## config.mk

```make
export PLATFORM = sky130hd
export DESIGN_NAME = register_file
export DESIGN_NICKNAME = d
export VERILOG_FILES = /design/src/rtl/register_file.sv
export SDC_FILE = /design/constraint.sdc
export NUM_CORES = 2
export LEC_CHECK = 0
export BUFFER_PORTS_ARGS = -buffer_cell sky130_fd_sc_hd__buf_2
export CORE_MARGIN = 2
export CORE_UTILIZATION = 25
export CTS_BUF_LIST = sky130_fd_sc_hd__clkbuf_16
export CTS_CLUSTER_DIAMETER = 60
export CTS_CLUSTER_SIZE = 28
export DETAILED_ROUTE_END_ITERATION = 8
export SYNTH_ARGS = -nofsm -noshare
export SYNTH_HDL_FRONTEND = slang
export SYNTH_SLANG_ARGS = --single-unit
```

## constraint.sdc

```tcl
create_clock -name clk -period 3.52 [get_ports clk]
set_input_delay 0.704 -clock clk [delete_from_list [all_inputs] [get_ports clk]]
set_output_delay 0.704 -clock clk [all_outputs]
set_load 0.01 [all_outputs]
```

## src/rtl/register_file.sv

```systemverilog
// Register file with two combinational read ports and one synchronous write port;
// register 0 is hardwired to zero. Optional write-through forwarding: REGFILE_BYPASS_EN.
module register_file #(
  parameter int size       = 32,
  parameter int addr_width = 5
) (
  input  logic                  clk,
  input  logic                  rst,
  input  logic [addr_width-1:0] read_sel_1,
  input  logic [addr_width-1:0] read_sel_2,
  input  logic                  write_en,
  input  logic [addr_width-1:0] write_sel,
  input  logic [size-1:0]       write_data,
  output logic [size-1:0]       read_data_1,
  output logic [size-1:0]       read_data_2
);

  localparam int depth = 2 ** addr_width;

  logic [size-1:0] regs [depth];
  logic            write_ok;

  // Writes to index 0 are discarded, so reg 0 never holds anything but zero after reset.
  assign write_ok = write_en && (write_sel != '0);

  // NOTE: every register is cleared in reset, which keeps this a flop array rather
  // than an inferable RAM; that is intended, since a full synchronous clear is required.
  always_ff @(posedge clk) begin
    if (rst) begin
      for (int i = 0; i < depth; i++) begin
        regs[i] <= '0;
      end
    end else if (write_ok) begin
      regs[write_sel] <= write_data;
    end
  end

  // Reg 0 is forced to zero on the read side too, so it is clean even before reset.
  function automatic logic [size-1:0] read_port(input logic [addr_width-1:0] sel);
    logic [size-1:0] value;
    value = '0;
    if (sel != '0) begin
      value = regs[sel];
`ifdef REGFILE_BYPASS_EN
      if (!rst && write_ok && (sel == write_sel)) begin
        value = write_data;
      end
`endif
    end
    return value;
  endfunction

  // NOTE: combinational outputs are assigned unconditionally from a function with a
  // defaulted local, so no path leaves them unassigned and no latch is inferred.
  always_comb begin
    read_data_1 = read_port(read_sel_1);
    read_data_2 = read_port(read_sel_2);
  end

endmodule

```

; Yosys cells after proc, flatten, opt, wreduce, memory -nomap -nowiden
; Memories as Yosys holds them, arrays and structs flattened.
; Index checks and enable logic that the tools add are counted.
[word_totals]
input_bits = 50
wordCells = 16
ff_bits = 0
latchBits = 0
memories = 1
mem_bits_ro = 0
ram_bits = 1024
[classes]
div_mod_pow = 0
shifts = 0
n_reduce_logical = 5
muxes = 10
addsub = 0
n_eq_ne = 0
order_cmp = 0
mul = 0
bitwise_logic = 0
[memory_table]
columns = memory, words, width, read_ports, rd_clocked_by_memory_dff, wr, line_no
row1 = regs, 32, 32, 2, 0, 32, 20  ; logic [size-1:0] regs [depth];
[op_table]
columns = op, n
row1 = 32-bit 2-to-1 mux, 3
row2 = 32-bit OR reduction, 1
row3 = 5-bit nonzero test, 3
row4 = 1-bit 2-to-1 mux, 6
row5 = 5-bit 2-to-1 mux, 1
row6 = 1-bit logical AND, 1

; Logic depth before layout (Yosys ltp)
[depth]
ltp_word = 7
depth_mapped = 9
ltp_nobuf = 4

; Worst setup path after synthesis
; OpenSTA, ideal clock, no wires.
[synth_path]
path_kind = input -> output
start = input port read_sel_1[0]
end = output port read_data_1[3]
cell_stages = 7
slack_ns = 0.442
required_ns = 2.816
arrival_time_ns = 2.374
cell_sequence = clkbuf_1 > buf_6 > buf_6 > buf_6 > mux4_2 > a2111oi_0 > nor3_1
[synth_via]
elab_chain_cells = 2
word_cells_on_any_way = 3
cone_classes = mux: 1 / reduce/logical: 1 / memory: 1
[synth_lines]
columns = element, line_no
row1 = start: declaration, 9  ; input logic [addr_width-1:0] read_sel_1,
row2 = memory 32 x 32 bit or 5-bit nonzero test (tied branches), -
row3 = 32-bit 2-to-1 mux *, 42  ; if (sel != '0) begin
row4 = end: declaration, 14  ; output logic [size-1:0] read_data_1,
; Mark *: on every way between the ends. The rest lies on a longest branch, timed or not.

; Worst setup path after layout
[layout_path]
start = input port read_sel_1[1]
end = output port read_data_1[13]
; The elaborated chain is that of the path after synthesis.

==> flow_metrics.py <==
metrics = {
    "run_status": {
        "status": "completed",
    },
    "setup_path": {
        "crit_path_max_incr_delay_ns": 0.51,
        "crit_family": "buffers and inverters",
        "slowest_stage": "or3b_2",
        "crit_chain": "buf_4 -> or3b_2 -> buf_4 -> buf_4 -> o22ai_1 -> a2111oi_2 -> buf_4 -> nor3_1 -> buf_4 -> buf_2",
        "cp_num_buf_inv": 6,
        "critPathCaptureType": "output port",
        "path_common_cell": "buf_4",
        "crit_arrival_ns": 2.80,
        "required_ns": 2.82,
        "worstPathMaxFanout": 8,
        "criticalPathCategory": "in -> out",
        "crit_path_start_kind": "primary input",
    },
    "logic_synthesis": {
        "ys_seq_elements": 1024,
        "synth_area_leaders": "edfxtp_1 57%, mux4_2 20%, and2_1 11%",
        "synth_edf_count": 1024,
        "synth_area_sq_mm": 0.05423,
        "synthTopCellsByCount": "1,024 x edfxtp_1, 995 x and2_1, 472 x mux4_2, 272 x clkbuf_1, 150 x mux2i_1",
        "yosys.cell_types.count": 42,
        "yosysSeqAreaShare_pct": 56.70,
        "syn_avg_cell_area_sq_um": 15.49,
        "synth.most_common_cell": "edfxtp_1",
        "synthArstFlopShare_pct": 0,
        "yosysTopAreaCellShare_pct": 56.70,
        "synth_cells": 3502,
        "yosys.area.top_type": "edfxtp_1",
        "yosysWarnings": 0,
        "synthFlopType": "edfxtp_1",
    },
    "clock_network": {
        "path_clk_slew_ns": 0.11,
        "cts_sinks": 1024,
        "h-tree-depth": 3,
        "clock-root-buffer": "clkbuf_16",
        "hold_buffers": 0,
        "cts_buffers": 78,
        "cts_tree": "yes",
        "cts_buffer_depth": 3,
    },
    "detailed_routing": {
        "detail-route-antenna-nets": 0,
        "drt_iter0_drc": 4611,
        "first_pass_iters": 5,
        "totalWireLength_microns": 191400,
        "drcViolationCount": 0,
        "vias_per_cell": 5.161,
        "via_count": 34305,
        "post_drt_wl_per_cell_microns": 28.79,
    },
    "min_path": {
        "min_to": "regs[15][27]",
        "hold_start": "write_data[27]",
        "whs_path_depth": 2,
        "hold_class": "in -> reg",
    },
    "placement": {
        "dp_cells": 6445,
        "post_dp_cell_area_sq_mm": 0.06069,
        "port_buffers": 113,
        "gp_congestion": 0.8588,
        "hpwlAfterDp_microns": 123800,
    },
    "layout": {
        "drive_gt1_share_pct": 35.30,
        "fillers": 20906,
        "regMostFlops": "regs",
        "finalInstanceArea_sq_mm": 0.06513,
        "reg_top3": "regs x1024",
        "multi_input_area_sq_mm": 0.02295,
        "fin_nets": 3789,
        "largest_reg_flops": 1024,
        "stdcell_count": 6647,
        "fin_util_pct": 30.29,
        "syn2layout_area_growth_pct": 20.10,
        "seqCellArea_sq_mm": 0.03075,
    },
    "power_and_ir_drop": {
        "max-vdd-ir-drop_uv": 291.5,
        "power.total_w": 0.02846,
        "power.leakage_nw": 22.23,
        "powerDensity_mw_per_mm2": 437.0,
    },
    "grt": {
        "grt_usage_pct": 16.96,
        "grt_pass1_wl_microns": 268700,
        "grt_max_degree": 62,
        "grt_antenna_before_repair": 30,
        "grt_pass1_vias": 34845,
        "grt_remaining_overflow": 0,
    },
    "timing": {
        "final-setup-viol-count": 0,
        "slew_violations": 0,
        "period_share_pct": 99.63,
        "finalCriticalPeriod_ns": 3.507,
        "relSlewSlack_pct": 21.69,
        "rsz0062_at_grt": "yes",
        "worst_pin_slew_ns": 1.172,
        "fmax_mhz": 285.1,
        "timing_hold_violations_final": 0,
    },
    "die": {
        "io_pins": 114,
        "rows": 170,
        "coreArea_sq_mm": 0.2150,
        "die_h_microns": 469.8,
        "initial_utilization_pct": 25.22,
        "die_area_sq_mm": 0.2207,
        "die_x_microns": 469.8,
    },
    "flow_run": {
        "maxCapViolations": 0,
    },
}
## report_power, final
part,switching (W),internal (W)
combinational,0.00228,0.00191
clock,0.00522,0.00462
sequential,0.000365,0.0141
total,0.00786,0.0206
## routing by layer
layer	wire length (microns)	vias to the layer above	part of all wire [%]	global-route usage, %
met5	45	-	0.024	0
met4	7078	8	3.7	6.260
met3	17300	294	9.0	2.948
met2	91730	1872	48	27.76
met1	75200	18060	39	22.46
li1	-	14071	-	-
## logic make-up (layout without fill, tap and decap cells)
family	count (synthesis)	in the layout	share of synthesized area [%]
and+or+nand+nor	1177	1177	13.34
other	1	37	0.006915
AOI/OAI and AO/OA	259	259	3.652
muxes	652	652	22.99
buffers and inverters	389	660	3.313
DFF	1024	1024	56.70
## final cells by class
cell class / instances / share of cell area (%)
Inverter: 2 / 0.01153
Multi-Input combinational cell: 2120 / 35.24
Clock inverter: 67 / 1.220
Antenna cell: 5 / 0.01921
Tap cell: 2838 / 5.452
Timing Repair Buffer: 513 / 7.849
Clock buffer: 78 / 2.997
Sequential cell: 1024 / 47.21
## timing repair
action | CTS | global route
pin swaps | 9 | 11
gates resized for setup | 133 | 58
setup buffers | 23 | 21
setup endpoints to repair | 63 | 37
gates cloned | 7 | 2
## how the worst max path moves through the flow
stage / from / end / slack, ns / cells after the start
final: read_sel_1[1] / read_data_1[13] / 0.01 / 10
after global placement: read_sel_1[0] / read_data_1[18] / -0.53 / 7
after floorplan: read_sel_1[0] / read_data_1[3] / 0.44 / 7
after global routing: read_sel_1[1] / read_data_1[13] / -0.05 / 10
after CTS: regs[30][29] / read_data_1[29] / -0.06 / 5
after detailed placement: read_sel_1[0] / read_data_1[29] / -0.52 / 7
## cell usage in the layout, fill, tap and decap left out, types with 46 or more instances in the layout
master,n
a22o_1,46
mux2i_1,149
edfxtp_1,1024
buf_2,104
and2_1,994
clkbuf_16,80
o22ai_1,83
buf_4,294
buf_12,82
mux4_2,472
## metrics by stage
step	worst slack [ns]	hold WS [ns]	TNS [ns]
global route	-0.05243	0.6036	-0.1658
finish	0.01300	0.5928	0
CTS	-0.05750	0.5538	-0.05802
detailed placement	-0.5245	1.343	-9.906
floorplan	0.4419	0.9022	0
global placement	-0.5283	1.333	-9.527
Note: power is estimated with default switching activity, not from simulation.
